==> src/rtl/ex_forward_ctrl_if.sv <==
// Pipeline <-> hazard/forwarding controller bundle.
// master: the pipeline datapath (drives register numbers and stage flags).
// slave : ex_forward_ctrl (returns mux selects, stall and flush controls).
interface ex_forward_ctrl_if;
    logic [4:0] rsD;
    logic [4:0] rtD;
    logic [4:0] rsE;
    logic [4:0] rtE;
    logic [4:0] writeregE;
    logic [4:0] writeregM;
    logic [4:0] writeregW;
    logic       regwriteE;
    logic       regwriteM;
    logic       regwriteW;
    logic       memtoregE;
    logic       memtoregM;
    logic       branchD;
    logic       divstartE;
    logic [1:0] forwardAE;
    logic [1:0] forwardBE;
    logic       forwardAD;
    logic       forwardBD;
    logic       stallF;
    logic       stallD;
    logic       stallE;
    logic       flushE;
    logic       div_busy;

    modport master (
        output rsD, rtD, rsE, rtE, writeregE, writeregM, writeregW,
               regwriteE, regwriteM, regwriteW, memtoregE, memtoregM,
               branchD, divstartE,
        input  forwardAE, forwardBE, forwardAD, forwardBD,
               stallF, stallD, stallE, flushE, div_busy
    );

    modport slave (
        input  rsD, rtD, rsE, rtE, writeregE, writeregM, writeregW,
               regwriteE, regwriteM, regwriteW, memtoregE, memtoregM,
               branchD, divstartE,
        output forwardAE, forwardBE, forwardAD, forwardBD,
               stallF, stallD, stallE, flushE, div_busy
    );
endinterface

==> src/rtl/ex_forward_ctrl.sv <==
// Hazard and forwarding controller for the 5-stage MIPS pipeline.
// Drives EX operand mux selects, ID branch-compare forwarding and the
// F/D/E stall/flush controls; holds the pipeline during multi-cycle divides.
// Optional macro FWD_STATS_EN adds fwd_cnt / stall_cnt activity counters.
module ex_forward_ctrl #(
    parameter int DIV_CYCLES = 32,
    parameter int CNT_W      = 6
) (
    input  logic               clk,
    input  logic               rst_n,
    ex_forward_ctrl_if.slave   bus
`ifdef FWD_STATS_EN
    ,
    output logic [31:0]        fwd_cnt,
    output logic [31:0]        stall_cnt
`endif
);

    typedef enum logic [1:0] {
        IDLE = 2'd0,
        BUSY = 2'd1,
        DONE = 2'd2
    } div_state_t;

    div_state_t       state;
    div_state_t       state_next;
    logic [CNT_W-1:0] cnt;
    logic [CNT_W-1:0] cnt_next;

    logic [4:0]       src_e [2];
    logic [1:0][1:0]  fwd_e;
    logic             lwstall;
    logic             brstall;
    logic             divstall;

    // A producer matches a consumer only when it writes a real register ($0 never matches).
    function automatic logic hit(input logic we, input logic [4:0] dst, input logic [4:0] src);
        return we && (dst != 5'd0) && (dst == src);
    endfunction

    assign src_e[0] = bus.rsE;
    assign src_e[1] = bus.rtE;

    // EX operand selects: MEM result wins over WB when both hold the register.
    genvar gi;
    generate
        for (gi = 0; gi < 2; gi++) begin : g_ex_fwd
            assign fwd_e[gi] = hit(bus.regwriteM, bus.writeregM, src_e[gi]) ? 2'b10 :
                               hit(bus.regwriteW, bus.writeregW, src_e[gi]) ? 2'b01 :
                                                                               2'b00;
        end
    endgenerate

    assign bus.forwardAE = fwd_e[0];
    assign bus.forwardBE = fwd_e[1];
    assign bus.forwardAD = hit(bus.regwriteM, bus.writeregM, bus.rsD);
    assign bus.forwardBD = hit(bus.regwriteM, bus.writeregM, bus.rtD);

    // Load in EX feeding an ID source: one bubble is unavoidable.
    assign lwstall = hit(bus.memtoregE, bus.rtE, bus.rsD) || hit(bus.memtoregE, bus.rtE, bus.rtD);

    // Branch compares in ID: wait for an ALU result still in EX or a load still in MEM.
    assign brstall = bus.branchD &&
                     (hit(bus.regwriteE, bus.writeregE, bus.rsD) ||
                      hit(bus.regwriteE, bus.writeregE, bus.rtD) ||
                      hit(bus.memtoregM, bus.writeregM, bus.rsD) ||
                      hit(bus.memtoregM, bus.writeregM, bus.rtD));

    // Divide FSM state and down-counter.
    always_ff @(posedge clk or negedge rst_n) begin
        if (!rst_n) begin
            state <= IDLE;
            cnt   <= '0;
        end else begin
            state <= state_next;
            cnt   <= cnt_next;
        end
    end

    // Divide FSM next state. The IDLE cycle that accepts the divide is the first
    // stall cycle, so BUSY lasts DIV_CYCLES-1 cycles: leave as the counter hits 0.
    always_comb begin
        state_next = state;
        cnt_next   = cnt;
        case (state)
            IDLE: begin
                if (bus.divstartE) begin
                    state_next = BUSY;
                    cnt_next   = CNT_W'(DIV_CYCLES - 1);
                end
            end
            BUSY: begin
                cnt_next = cnt - 1'b1;
                if (cnt == CNT_W'(1)) begin
                    state_next = DONE;
                end
            end
            DONE: begin
                state_next = IDLE;
            end
            default: begin
                state_next = IDLE;
                cnt_next   = '0;
            end
        endcase
    end

    assign divstall     = ((state == IDLE) && bus.divstartE) || (state == BUSY);
    assign bus.div_busy = (state != IDLE);

    // While a divide holds EX, the instruction in EX must be kept, not bubbled.
    assign bus.stallF = lwstall | brstall | divstall;
    assign bus.stallD = lwstall | brstall | divstall;
    assign bus.stallE = divstall;
    assign bus.flushE = (lwstall | brstall) & ~divstall;

`ifdef FWD_STATS_EN
    // Activity counters: forwarding cycles and front-end stall cycles, wrapping.
    always_ff @(posedge clk or negedge rst_n) begin
        if (!rst_n) begin
            fwd_cnt   <= '0;
            stall_cnt <= '0;
        end else begin
            if ((|bus.forwardAE) || (|bus.forwardBE) || bus.forwardAD || bus.forwardBD) begin
                fwd_cnt <= fwd_cnt + 32'd1;
            end
            if (bus.stallF) begin
                stall_cnt <= stall_cnt + 32'd1;
            end
        end
    end
`endif

endmodule

==> src/flat_wrapper.sv <==
// flat-port wrapper written by rule: the top's interface ports become plain ports
module ex_forward_ctrl_flat 
#(
    parameter int DIV_CYCLES = 32,
    parameter int CNT_W      = 6
)
  (clk, rst_n, bus_rsD, bus_rtD, bus_rsE, bus_rtE, bus_writeregE, bus_writeregM, bus_writeregW, bus_regwriteE, bus_regwriteM, bus_regwriteW, bus_memtoregE, bus_memtoregM, bus_branchD, bus_divstartE, bus_forwardAE, bus_forwardBE, bus_forwardAD, bus_forwardBD, bus_stallF, bus_stallD, bus_stallE, bus_flushE, bus_div_busy);
  ex_forward_ctrl_if bus_i ();
  input  logic clk;
  input  logic rst_n;
  input wire logic [$bits(bus_i.rsD)-1:0] bus_rsD;
  input wire logic [$bits(bus_i.rtD)-1:0] bus_rtD;
  input wire logic [$bits(bus_i.rsE)-1:0] bus_rsE;
  input wire logic [$bits(bus_i.rtE)-1:0] bus_rtE;
  input wire logic [$bits(bus_i.writeregE)-1:0] bus_writeregE;
  input wire logic [$bits(bus_i.writeregM)-1:0] bus_writeregM;
  input wire logic [$bits(bus_i.writeregW)-1:0] bus_writeregW;
  input wire logic [$bits(bus_i.regwriteE)-1:0] bus_regwriteE;
  input wire logic [$bits(bus_i.regwriteM)-1:0] bus_regwriteM;
  input wire logic [$bits(bus_i.regwriteW)-1:0] bus_regwriteW;
  input wire logic [$bits(bus_i.memtoregE)-1:0] bus_memtoregE;
  input wire logic [$bits(bus_i.memtoregM)-1:0] bus_memtoregM;
  input wire logic [$bits(bus_i.branchD)-1:0] bus_branchD;
  input wire logic [$bits(bus_i.divstartE)-1:0] bus_divstartE;
  output wire logic [$bits(bus_i.forwardAE)-1:0] bus_forwardAE;
  output wire logic [$bits(bus_i.forwardBE)-1:0] bus_forwardBE;
  output wire logic [$bits(bus_i.forwardAD)-1:0] bus_forwardAD;
  output wire logic [$bits(bus_i.forwardBD)-1:0] bus_forwardBD;
  output wire logic [$bits(bus_i.stallF)-1:0] bus_stallF;
  output wire logic [$bits(bus_i.stallD)-1:0] bus_stallD;
  output wire logic [$bits(bus_i.stallE)-1:0] bus_stallE;
  output wire logic [$bits(bus_i.flushE)-1:0] bus_flushE;
  output wire logic [$bits(bus_i.div_busy)-1:0] bus_div_busy;
  assign bus_i.rsD = bus_rsD;
  assign bus_i.rtD = bus_rtD;
  assign bus_i.rsE = bus_rsE;
  assign bus_i.rtE = bus_rtE;
  assign bus_i.writeregE = bus_writeregE;
  assign bus_i.writeregM = bus_writeregM;
  assign bus_i.writeregW = bus_writeregW;
  assign bus_i.regwriteE = bus_regwriteE;
  assign bus_i.regwriteM = bus_regwriteM;
  assign bus_i.regwriteW = bus_regwriteW;
  assign bus_i.memtoregE = bus_memtoregE;
  assign bus_i.memtoregM = bus_memtoregM;
  assign bus_i.branchD = bus_branchD;
  assign bus_i.divstartE = bus_divstartE;
  assign bus_forwardAE = bus_i.forwardAE;
  assign bus_forwardBE = bus_i.forwardBE;
  assign bus_forwardAD = bus_i.forwardAD;
  assign bus_forwardBD = bus_i.forwardBD;
  assign bus_stallF = bus_i.stallF;
  assign bus_stallD = bus_i.stallD;
  assign bus_stallE = bus_i.stallE;
  assign bus_flushE = bus_i.flushE;
  assign bus_div_busy = bus_i.div_busy;
  ex_forward_ctrl #(.DIV_CYCLES(DIV_CYCLES), .CNT_W(CNT_W)) u_core (.clk(clk), .rst_n(rst_n), .bus(bus_i));
endmodule
==> config.mk <==
export PLATFORM = sky130hd
export DESIGN_NAME = ex_forward_ctrl_flat
export DESIGN_NICKNAME = d
export VERILOG_FILES = /design/src/rtl/ex_forward_ctrl_if.sv /design/src/rtl/ex_forward_ctrl.sv /design/src/flat_wrapper.sv
export SDC_FILE = /design/constraint.sdc
export NUM_CORES = 1
export LEC_CHECK = 0
export BUFFER_PORTS_ARGS = -buffer_cell sky130_fd_sc_hd__clkbuf_2
export CORE_MARGIN = 2
export CORE_UTILIZATION = 25
export DETAILED_ROUTE_END_ITERATION = 6
export SYNTH_ARGS = -nofsm -noshare
export SYNTH_HDL_FRONTEND = slang
export SYNTH_SLANG_ARGS = --single-unit
==> constraint.sdc <==
create_clock -name clk -period 2 [get_ports clk]
set_clock_uncertainty 0.1 [all_clocks]
set_input_delay 0.3 -clock clk [delete_from_list [all_inputs] [get_ports clk]]
set_output_delay 0.3 -clock clk [all_outputs]
set_load 0.005 [all_outputs]
# Word level (Yosys, flattened, before mapping)
# Index checks and enable logic that the tools add are counted.
# word_totals
ff_bits,8
latch_bits,0
mem_bits_rw,0
rom_bits,0
input_bits,44
elab_cells,64
mem_count,0
# op_classes
n_addsub,1
multipliers,0
div,0
order_cmp,0
n_eq_ne,15
shift,0
n_mux,9
bitwise_logic,5
n_reduce_logical,32
# op_table
operator,count
$eq A5 B5 Y1,10
$reduce_bool A5 Y1,4
$logic_and A1 B1 Y1,19
$pmux W6 S3,1
$mux W2,4
$eq A6 B1 Y1 const B,1
$mux W6,1
$sub A6 B1 Y6 const B,1
$logic_or A1 B1 Y1,5
$pmux W2 S2,1
$reduce_and A2 Y1,2
$eq A2 B1 Y1 const B,1
$eq A2 B2 Y1 const B,1
$logic_not A2 Y1,1
$mux W1,2
$ne A2 B1 Y1 const B,1
$ne A2 B2 Y1 const B,1
$not A1 Y1,2
$or A1 B1 Y1,2
$reduce_bool A2 Y1,1
$and A1 B1 Y1,1

# Longest topological paths before layout
# Gate-level depths: netlist of run 1.
# logic_depth
ltp_word,9
ltp_mapped,7
depth_no_buf,6

# Worst setup path after synthesis of run 1
# No wires, ideal clock.
# synth_timing
path_kind,input port to output port
startpoint,input bus_rtE[2]
endpoint,output bus_stallF
arrival_time_ns,1.428
required_time_ns,1.600
slack_ns,0.172
cell_stages,5
path_cell_list,buf_2 or4_4 o221ai_2 nand4_1 buf_4
# synth_via
elab_chain_len,6
# synth_rtl
element,line_no,text
start: declaration,flat_wrapper.sv:14,input wire logic [$bits(bus_i.rtE)-1:0] bus_rtE;
$reduce_bool A5 Y1,ex_forward_ctrl.sv:38,return we && (dst != 5'd0) && (dst == src);
$logic_and A1 B1 Y1 (2 in a row),ex_forward_ctrl.sv:38,
$logic_or A1 B1 Y1 (*),ex_forward_ctrl.sv:60,"assign lwstall = hit(bus.memtoregE, bus.rtE, bus.rsD) || hit(bus.memtoregE, bus.rtE, bus.rtD);"
$or A1 B1 Y1 (*) (2 in a row),--,
end: declaration,flat_wrapper.sv:29,output wire logic [$bits(bus_i.stallF)-1:0] bus_stallF;
# Every way passes the cells marked *; elsewhere a longest branch is shown, timed or not.

# Worst setup path in the final report of run 1
# layout_timing
startpoint,input bus_writeregE[2]
endpoint,output bus_stallD
# layout_via
elab_chain_len,9
# layout_rtl
element,line_no,text
start: declaration,flat_wrapper.sv:15,input wire logic [$bits(bus_i.writeregE)-1:0] bus_writeregE;
$reduce_bool A5 Y1,ex_forward_ctrl.sv:38,
$logic_and A1 B1 Y1 (2 in a row),ex_forward_ctrl.sv:38,
$logic_or A1 B1 Y1 (*),ex_forward_ctrl.sv:64,"(hit(bus.regwriteE, bus.writeregE, bus.rsD) ||"
$logic_or A1 B1 Y1 (*),ex_forward_ctrl.sv:65,"hit(bus.regwriteE, bus.writeregE, bus.rtD) ||"
$logic_or A1 B1 Y1 (*),ex_forward_ctrl.sv:66,"hit(bus.memtoregM, bus.writeregM, bus.rsD) ||"
$logic_and A1 B1 Y1 (*),ex_forward_ctrl.sv:63,assign brstall = bus.branchD &&
$or A1 B1 Y1 (*) (2 in a row),ex_forward_ctrl.sv:113,assign bus.stallD = lwstall | brstall | divstall;
end: declaration,flat_wrapper.sv:30,output wire logic [$bits(bus_i.stallD)-1:0] bus_stallD;
# Marked as above.

==> PnR_summary.wiki, run 1 <==
{| class="wikitable"
! Metric !! Value
|-
| Outcome || finished, final reports clean
|-
| Post-place setup slack || 0.04178 ns
|-
| Max Cap Viol || 0
|-
| GRT Total Usage || 0.1293
|-
| Cell types with the largest area share after synthesis || sky130_fd_sc_hd__xnor2_1 (21%), sky130_fd_sc_hd__xor2_1 (17%), sky130_fd_sc_hd__dfrtp_1 (17%)
|-
| Sw Ratio || 0.4067
|-
| Actual slew at the worst max-slew pin || 0.3685 ns
|-
| Count of endpoints failing hold in the final timing report || 0
|-
| Post-DP HPWL || 2722 um
|-
| Sequential element share of the synthesized area || 0.1711
|-
| Number of antenna violations at the first check in global routing || 0
|-
| Post-synthesis async set-or-reset flop share || 1.000
|-
| Worst reg2reg endpoint || u_core.cnt[5]
|-
| Vias after detailed routing || 1161
|-
| Final min period || 1.930 ns
|-
| Capture endpoint of the worst hold path || u_core.cnt[2]
|-
| Post-synth EDFFs || 0
|-
| Internal reg-to-reg setup slack || 0.50 ns
|-
| Number of distinct library cells after synthesis || 34
|-
| Global-route wire length before repair || 5423 um
|-
| Library cell occupying the most area in the post-synthesis netlist || sky130_fd_sc_hd__xnor2_1
|-
| Wire length after detailed routing || 3146 um
|-
| CP bufs+invs || 2
|-
| Clk slew on worst S/H paths || 0.04 ns
|-
| Worst flop-to-flop path startpoint || u_core.cnt[2]
|-
| Final Hold Slack || 0.3045 ns
|-
| Critical path's largest stage delay || 0.54 ns
|-
| CTS root buf || sky130_fd_sc_hd__clkbuf_8
|-
| Net count, final || 242
|-
| Initial Util || 0.2632
|-
| Synth top cells by count || sky130_fd_sc_hd__xnor2_1 (28), sky130_fd_sc_hd__xor2_1 (23), sky130_fd_sc_hd__nand3_1 (9)
|-
| CP Launch Type || primary input
|-
| Cell count after synthesis || 143
|-
| Number of buffers on the longest clock path || 2
|-
| Overall Power || 1.068 mW
|-
| Endpoint kind of the worst setup timing path || output pin
|-
| Global route overflow || 0
|-
| Vias per inst || 4.720
|-
| Maximum operating frequency || 518.0 MHz
|-
| Area Overhead vs Synth || 37.22%
|-
| Clock sink total || 8
|-
| Post CTS Setup Buffer Count || 0
|-
| Worst hold-check path type || in -> reg
|-
| Total number of H-tree levels || 1
|-
| Maximum net fanout on the critical path || 3
|-
| Leading register cell type out of synthesis || sky130_fd_sc_hd__dfrtp_1
|-
| Post-route DRC violation count || 0
|-
| Seq cells post-synth || 8
|-
| Average wire length per cell after detail routing || 12.79 um
|-
| Number of standard cells in the layout, taps in and fillers out || 246
|-
| Worst Min Path Start || bus_divstartE
|-
| Peak supply drop || 0.0002077 V
|-
| Yosys top cell area share || 0.2096
|-
| Count of yosys warnings during synthesis || 0
|-
| Via count of the first global-routing pass || 1181
|-
| Number of search-and-repair iterations in the first detailed-routing pass || 4
|-
| Core region area || 0.004444 sq mm
|-
| Clock insertion delay at the later pin of the skew report || 0.23 ns
|-
| Design internal power || 0.6336 mW
|-
| Fin util || 0.3612
|-
| Final period util || 0.9652
|-
| I/O pin total || 55
|-
| Gate power share || 0.509
|-
| Total CTS buffers || 3
|-
| Leakage component of the power || 0.6762 nW
|-
| Part of the power in the clock network || 0.187
|-
| Routability Congestion || 0.8399
|-
| IO buf count || 54
|-
| Worst Hold Depth || 3
|-
| Count of nets left with antenna violations after detail routing || 0
|-
| Largest delay contributor family on the critical path || simple AND/OR/NAND/NOR gates
|-
| Post-Route Setup TNS || 0 ns
|-
| Netlist area before placement || 0.001170 sq mm
|-
| Worst Setup Slack, final || 0.06950 ns
|-
| TritonCTS clock tree || built
|-
| Type of the worst setup path || in -> out
|-
| Psw || 0.4343 mW
|-
| Cell-by-cell listing of the critical path || buf_6 > or4_4 > o2111ai_4 > nand4_1 > buf_2
|-
| Pin count of the biggest net entering global routing || 11
|-
| Headroom to the max-slew limit || 0.7524
|-
| Total of endpoints with negative setup slack in the final report || 0
|-
| Worst endpoint required time || 1.60 ns
|-
| Die H || 72.41 um
|-
| Cell with the largest stage delay on the worst path || sky130_fd_sc_hd__or4_4
|-
| Total Die Area || 0.005242 sq mm
|-
| Instance area at placement || 0.001465 sq mm
|-
| Site Rows || 24
|-
| Synthesized area per cell || 8.181 sq um
|-
| Share of layout cells above drive strength 1 || 0.4072
|-
| Unrepaired setup endpoints after global routing || no
|-
| Placed cell count || 242
|-
| Die Wd || 72.41 um
|-
| Layout Cell Area excl Fill || 0.001605 sq mm
|-
| Data arrival, critical path || 1.53 ns
|-
| Most frequent cell after synthesis || sky130_fd_sc_hd__xnor2_1
|-
| Power per cell area || 665.2 mW/mm^2
|-
| Final slew viol count || 0
|-
| Antenna Cells || 0
|-
| Sequential cell fraction of total power || 0.304
|-
| Net Count, Synth || 189
|-
| 1st-iter DRT viols || 50
|-
| Reg2reg path depth || 4
|}
## placed cells by master (no fill, tap or decap), drive strengths merged, types with 2 or more instances in the layout
cell / netlist / routed
nand2: 7 / 7
nor3: 7 / 7
o2111ai: 2 / 2
mux2i: 2 / 2
nor4: 4 / 4
ha: 2 / 2
nand3: 9 / 9
or4: 5 / 5
xnor2: 28 / 28
o21ai: 8 / 8
nor2b: 3 / 3
buf: 11 / 9
nor2: 6 / 6
or2: 2 / 2
inv: 4 / 4
a31oi: 2 / 2
dfrtp: 8 / 8
clkbuf: 1 / 53
xor2: 23 / 23
## worst max-delay path by stage
stage | cells past startpoint | slack [ns] | startpoint | to
floorplan | 5 | 0.17 | bus_rtE[2] | bus_stallF
global route | 8 | 0.008 | bus_writeregM[1] | bus_forwardAE[0]
global placement | 5 | 0.07 | bus_rtE[2] | bus_stallF
detailed placement | 5 | 0.04 | bus_rtE[2] | bus_stallD
CTS | 5 | 0.04 | bus_rtE[2] | bus_stallD
finish | 5 | 0.07 | bus_writeregE[2] | bus_stallD
## routing by layer
metal  track usage  share of wire  wire length [um]  vias to the layer above
li1              -              -                 -                      589
met1        0.1735           0.45              1410                      522
met2        0.2192           0.48              1516                       46
met3      0.009722          0.055               174                        4
met4       0.04321          0.014                44                        0
met5             0              0                 0                        -
## power groups by stage
stage / logic, mW / clock network (mW) / registers (mW)
final: 0.544 / 0.199 / 0.325
after global routing: 0.631 / 0.211 / 0.339
after CTS: 0.531 / 0.207 / 0.325
after detailed placement: 0.528 / 0 / 0.326
after global placement: 0.516 / 0 / 0.327
after floorplan: 0.388 / 0 / 0.298
## worst register-to-register path: stages, from the launching register on
cell	delay, ns
sky130_fd_sc_hd__dfrtp_1	0.42
sky130_fd_sc_hd__nor3_1	0.37
sky130_fd_sc_hd__nand3_1	0.14
sky130_fd_sc_hd__xor2_1	0.16
sky130_fd_sc_hd__o32ai_1	0.22
## area by class of cell
class                           instances  area (sq um)
Fill cell                             478          2839
Multi-Input combinational cell        119         953.4
Timing Repair Buffer                   60         330.3
Sequential cell                         8         200.2
Tap cell                               52         65.06
Clock buffer                            3         41.29
Inverter                                4         15.01
## what timing repair did
item                                   in CTS  in global routing
endpoints found under the hold margin       8                  0
gates resized for setup                     0                 20
setup endpoints to repair                   0                  4
hold buffers                                1                  0
## sequential cells by signal, summed over array words and instances, names as in the netlist
name	count
u_core.cnt	6
u_core.state	2
## cells by family after synthesis
group | Yosys count | share of synthesized area
simple gates | 46 | 0.2267
flops | 8 | 0.1711
buf+inv | 16 | 0.07914
compound gates | 18 | 0.1027
xor+xnor | 51 | 0.3818
mux | 2 | 0.01711
fa+ha+maj | 2 | 0.02139
Note: power is estimated with default switching activity, not from simulation.
==> inputs of run 2 (changes only) <==
--- a/config.mk
+++ b/config.mk
@@ -6,7 +6,6 @@
 export NUM_CORES = 1
 export LEC_CHECK = 0
 export BUFFER_PORTS_ARGS = -buffer_cell sky130_fd_sc_hd__clkbuf_2
-export CORE_MARGIN = 2
 export CORE_UTILIZATION = 25
 export DETAILED_ROUTE_END_ITERATION = 6
 export SYNTH_ARGS = -nofsm -noshare
==> constraint.sdc (replaced) <==
create_clock -name clk -period 2.3 [get_ports clk]
set_clock_uncertainty 0.1 [all_clocks]
set_input_delay 0.345 -clock clk [delete_from_list [all_inputs] [get_ports clk]]
set_output_delay 0.345 -clock clk [all_outputs]
set_load 0.005 [all_outputs]
==> PnR_summary.wiki, run 2 (synthesized netlist as in run 1, its figures left out) <==
{| class="wikitable"
! Metric !! Value
|-
| Outcome || finished, final reports clean
|-
| Layout Cell Area excl Fill || 0.001479 sq mm
|-
| Overall Power || 0.9087 mW
|-
| Cell-by-cell listing of the critical path || clkbuf_2 > xnor2_1 > nand3_1 > nor3_1 > o2111ai_1 > a31oi_1 > clkbuf_2
|-
| Max Cap Viol || 0
|-
| Count of nets left with antenna violations after detail routing || 0
|-
| Core region area || 0.004414 sq mm
|-
| Number of standard cells in the layout, taps in and fillers out || 241
|-
| Post-DP HPWL || 2637 um
|-
| Max reg flops || 6
|-
| Unrepaired setup endpoints after global routing || no
|-
| Type of the worst setup path || in -> out
|-
| Vias per inst || 4.689
|-
| Final period util || 0.8857
|-
| Total Die Area || 0.004957 sq mm
|-
| Count of endpoints failing hold in the final timing report || 0
|-
| Antenna Cells || 0
|-
| Average wire length per cell after detail routing || 13.15 um
|-
| Net count, final || 237
|-
| GRT Total Usage || 0.1299
|-
| Final Hold Slack || 0.3798 ns
|-
| Final min period || 2.037 ns
|-
| Leakage component of the power || 0.6341 nW
|-
| Endpoint kind of the worst setup timing path || output pin
|-
| Post-route DRC violation count || 0
|-
| Total number of H-tree levels || 1
|-
| Headroom to the max-slew limit || 0.6605
|-
| Commonest cells after routing, fill and taps aside || sky130_fd_sc_hd__clkbuf_2 (54), sky130_fd_sc_hd__xnor2_1 (28), sky130_fd_sc_hd__xor2_1 (23)
|-
| Via count of the first global-routing pass || 1107
|-
| Register ranked first by flip-flop count || u_core.cnt
|-
| TritonCTS clock tree || built
|-
| Die H || 70.41 um
|-
| Number of buffers on the longest clock path || 2
|-
| Post-Route Setup TNS || 0 ns
|-
| Maximum operating frequency || 490.9 MHz
|-
| GR peak layer || met2
|-
| Wire length after detailed routing || 3169 um
|-
| Worst hold-check path type || in -> reg
|-
| Power per cell area || 614.4 mW/mm^2
|-
| Met3 Usage GRT || 0.03608
|-
| Registers with the most flip-flops || u_core.cnt (6), u_core.state (2)
|-
| Pin count of the biggest net entering global routing || 11
|-
| Peak supply drop || 0.0002792 V
|-
| Fin util || 0.3350
|-
| Vias after detailed routing || 1130
|-
| Site Rows || 24
|-
| Worst endpoint required time || 1.86 ns
|-
| Fraction of met1 tracks used by global routing || 0.1656
|-
| Total CTS buffers || 3
|-
| Actual slew at the worst max-slew pin || 0.5046 ns
|-
| Top cell by count, worst path || sky130_fd_sc_hd__clkbuf_2
|-
| Resized cells post-CTS || 0
|-
| Number of antenna violations at the first check in global routing || 0
|-
| Cell with the largest stage delay on the worst path || sky130_fd_sc_hd__nor3_1
|-
| Total of endpoints with negative setup slack in the final report || 0
|-
| Number of search-and-repair iterations in the first detailed-routing pass || 4
|-
| Global-route wire length before repair || 5147 um
|-
| Most common cell after layout, fill and taps aside || sky130_fd_sc_hd__clkbuf_2
|-
| Initial Util || 0.2650
|-
| CP Launch Type || primary input
|-
| Share of layout cells above drive strength 1 || 0.3386
|-
| Routability Congestion || 0.8523
|-
| Post-place setup slack || 0.2490 ns
|-
| CTS root buf || sky130_fd_sc_hd__clkbuf_8
|-
| Worst Setup Slack, final || 0.2629 ns
|-
| Data arrival, critical path || 1.59 ns
|-
| 1st-iter DRT viols || 21
|-
| Final slew viol count || 0
|-
| Clock insertion delay at the later pin of the skew report || 0.23 ns
|-
| Die Wd || 70.41 um
|-
| IO buf count || 54
|-
| Maximum net fanout on the critical path || 5
|-
| Clk slew on worst S/H paths || 0.04 ns
|-
| Area Overhead vs Synth || 26.42%
|-
| Instance area at placement || 0.001428 sq mm
|-
| Placed cell count || 237
|-
| I/O pin total || 55
|-
| Clock sink total || 8
|-
| Met2 Resource Use GR || 0.2190
|-
| Global route overflow || 0
|-
| Fill cell count || 467
|-
| Critical path's largest stage delay || 0.27 ns
|}
-- run 2: cell count changes in the layout (fill, tap and decap cells not counted), moves of 3 or more --
cell and change:
sky130_fd_sc_hd__buf_4 -5, sky130_fd_sc_hd__clkbuf_2 +4, sky130_fd_sc_hd__nor3_1 +3, sky130_fd_sc_hd__nor3_2 -3
-- run 2: timing repair --
item / in CTS / in global routing
endpoints found under the hold margin: 8 / 0
buffers inserted: 0 / 0
hold buffers: 1 / 0
setup endpoints to repair: 0 / 0
-- run 2: worst paths after layout --
| check | start | to | slack [ns] | cells past startpoint |
|---|---|---|---|---|
| setup / recovery | bus_writeregM[0] | bus_flushE | 0.26 | 7 |
| max in group asynchronous | rst_n | u_core.state[0] | 1.51 | 2 |
| setup reg to reg | u_core.cnt[2] | u_core.cnt[5] | 0.81 | 4 |
| hold reg to reg | u_core.cnt[1] | u_core.cnt[1] | 0.44 | 2 |
| hold / removal | bus_divstartE | u_core.cnt[2] | 0.38 | 3 |
| min in group asynchronous | rst_n | u_core.cnt[3] | 0.41 | 2 |
-- run 2: area by class of cell --
cell class / instances / area (sq um) / share of cell area
Sequential cell: 8 / 200.2 / 0.1354
Clock buffer: 3 / 41.29 / 0.02792
Multi-Input combinational cell: 119 / 877.1 / 0.5931
Timing Repair Buffer: 55 / 280.3 / 0.1895
Inverter: 4 / 15.01 / 0.01015
Tap cell: 52 / 65.06 / 0.04399
-- run 2: layer usage --
layer / up-vias / routed length (um) / share of wire
li1: 578 / - / -
met1: 502 / 1472 / 0.46
met2: 46 / 1481 / 0.47
met3: 4 / 200 / 0.063
met4: 0 / 14 / 0.0044
met5: - / 0 / 0
-- run 2: power by group --
| part | switching (mW) | internal [mW] |
|---|---|---|
| logic | 0.239 | 0.218 |
| registers | 0.0731 | 0.209 |
| clock network | 0.0562 | 0.113 |
| total | 0.368 | 0.541 |
-- run 2: critical path: cells and delay by family --
| family | cells | cell delay, ns |
|---|---|---|
| AO/OA/AOI/OAI | 2 | 0.41 |
| XOR/XNOR | 1 | 0.17 |
| buffers and inverters | 2 | 0.30 |
| AND/OR/NAND/NOR | 2 | 0.37 |
==> inputs of run 3 (changes only) <==
==> constraint.sdc (replaced) <==
create_clock -name clk -period 2.3 [get_ports clk]
set_clock_uncertainty 0.1 [all_clocks]
set_input_delay 0.345 -clock clk [delete_from_list [all_inputs] [get_ports clk]]
set_output_delay 0.345 -clock clk [all_outputs]
set_load 0.01 [all_outputs]
==> PnR_summary.wiki, run 3 (synthesized netlist as in run 1, its figures left out) <==
{| class="wikitable"
! Metric !! Value
|-
| Crit path from || bus_writeregM[0]
|-
| Final period util || 0.9120
|-
| Vias after detailed routing || 1131
|-
| Post-DP HPWL || 2621 um
|-
| TritonCTS clock tree || built
|-
| Core region area || 0.004414 sq mm
|-
| Site Rows || 24
|-
| Area Overhead vs Synth || 26.42%
|-
| Number of buffers on the longest clock path || 2
|-
| Commonest cells after routing, fill and taps aside || sky130_fd_sc_hd__clkbuf_2 (54), sky130_fd_sc_hd__xnor2_1 (28), sky130_fd_sc_hd__xor2_1 (23)
|-
| Final slew viol count || 0
|-
| Total number of H-tree levels || 1
|-
| Unrepaired setup endpoints after global routing || no
|-
| Total CTS buffers || 3
|-
| Actual slew at the worst max-slew pin || 0.4520 ns
|-
| GRT Total Usage || 0.1312
|-
| Outcome || finished, final reports clean
|-
| Max reg flops || 6
|-
| Via count of the first global-routing pass || 1098
|-
| Power per cell area || 620.5 mW/mm^2
|-
| Post-Route Setup TNS || 0 ns
|-
| Die H || 70.41 um
|-
| Worst Setup Slack, final || 0.2024 ns
|-
| Count of nets left with antenna violations after detail routing || 0
|-
| Vias per inst || 4.693
|-
| CTS root buf || sky130_fd_sc_hd__clkbuf_8
|-
| Net count, final || 237
|-
| Maximum net fanout on the critical path || 5
|-
| Total of endpoints with negative setup slack in the final report || 0
|-
| Leakage component of the power || 0.6341 nW
|-
| Post-place setup slack || 0.2022 ns
|-
| Worst Min Path Start || bus_divstartE
|-
| Routability Congestion || 0.8498
|-
| Maximum operating frequency || 476.7 MHz
|-
| Average wire length per cell after detail routing || 12.89 um
|-
| Type of the worst setup path || in -> out
|-
| Die Wd || 70.41 um
|-
| Total Die Area || 0.004957 sq mm
|-
| Endpoint kind of the worst setup timing path || output pin
|-
| Register ranked first by flip-flop count || u_core.cnt
|-
| Worst flop-to-flop path startpoint || u_core.cnt[2]
|-
| CP Launch Type || primary input
|-
| Peak supply drop || 0.0002671 V
|-
| Global-route wire length before repair || 5230 um
|-
| 1st-iter DRT viols || 39
|-
| Number of antenna violations at the first check in global routing || 0
|-
| Pin count of the biggest net entering global routing || 11
|-
| Clk slew on worst S/H paths || 0.04 ns
|-
| Final min period || 2.098 ns
|-
| Most common cell after layout, fill and taps aside || sky130_fd_sc_hd__clkbuf_2
|-
| Global route overflow || 0
|-
| Data arrival, critical path || 1.65 ns
|-
| Count of endpoints failing hold in the final timing report || 0
|-
| Number of search-and-repair iterations in the first detailed-routing pass || 4
|-
| Clock insertion delay at the later pin of the skew report || 0.23 ns
|-
| Worst hold-check path type || in -> reg
|-
| Post-route DRC violation count || 0
|-
| IO buf count || 54
|-
| Headroom to the max-slew limit || 0.6959
|-
| I/O pin total || 55
|-
| Wire length after detailed routing || 3106 um
|-
| Post CTS Setup Buffer Count || 0
|-
| Max Cap Viol || 0
|-
| Clock sink total || 8
|-
| Antenna Cells || 0
|-
| Initial Util || 0.2650
|-
| Registers with the most flip-flops || u_core.cnt (6), u_core.state (2)
|-
| Share of layout cells above drive strength 1 || 0.3386
|-
| Worst endpoint required time || 1.86 ns
|}
==> run 3: cell counts in the layout (fill, tap and decap cells not counted) <==
No cell type changed its count.
==> run 3: metal layers <==
metal	vias to the layer above	part of all wire	GRT usage
li1	578	-	-
met3	2	0.069	0.02742
met1	504	0.45	0.1710
met2	47	0.47	0.2180
met4	0	0.0064	0.03333
met5	-	0	0
==> run 3: final cells by class <==
cell class,instances,area (sq um)
fill,474,2935
multi-input combinational,119,877.1
timing repair buffer,55,280.3
sequential,8,200.2
tap,52,65.06
clock buffer,3,41.29
inverter,4,15.01
==> run 3: worst max-delay path, cell delays in order <==
cell	delay (ns)
sky130_fd_sc_hd__clkbuf_2	0.15
sky130_fd_sc_hd__xnor2_1	0.18
sky130_fd_sc_hd__nand3_1	0.10
sky130_fd_sc_hd__nor3_1	0.25
sky130_fd_sc_hd__o2111ai_1	0.17
sky130_fd_sc_hd__a31oi_1	0.28
sky130_fd_sc_hd__clkbuf_2	0.18
==> run 3: final timing paths <==
check,endpoint,slack (ns),depth (start not counted)
worst max-delay path,bus_flushE,0.20,7
worst min-delay path,u_core.cnt[2],0.34,3
worst max register to register,u_core.cnt[5],0.81,4
worst min register to register,u_core.cnt[1],0.45,2
max in group asynchronous,u_core.cnt[5],1.52,2
min in group asynchronous,u_core.cnt[4],0.40,2
==> run 3: timing repair <==
| item | in CTS | in global routing |
|---|---|---|
| setup endpoints to repair | 0 | 0 |
| hold endpoints to repair | 8 | 0 |
| hold buffers | 1 | 0 |
| resized for setup | 0 | 0 |
==> run 3: metrics by stage <==
| stage | hold WS, ns | instances | util | total power [mW] | cell area, sq um |
|---|---|---|---|---|---|
| after floorplan | -0.05059 | 143 | - | 0.6083 | 1170 |
| after global placement | 0.1055 | 237 | 0.3234 | 0.7412 | 1428 |
| after detailed placement | 0.1039 | 237 | 0.3234 | 0.7522 | 1428 |
| after CTS | 0.3326 | 241 | 0.3350 | 0.9294 | 1479 |
| after global routing | 0.3834 | 241 | 0.3350 | 1.001 | 1479 |
| final | 0.3397 | 241 | 0.3350 | 0.9177 | 1479 |
==> run 3: where the power goes <==
part	internal, mW	leakage, nW	total [mW]	switching (mW)
clock network	0.113	0.0216	0.170	0.0563
logic	0.218	0.518	0.466	0.248
registers	0.210	0.0943	0.282	0.0726
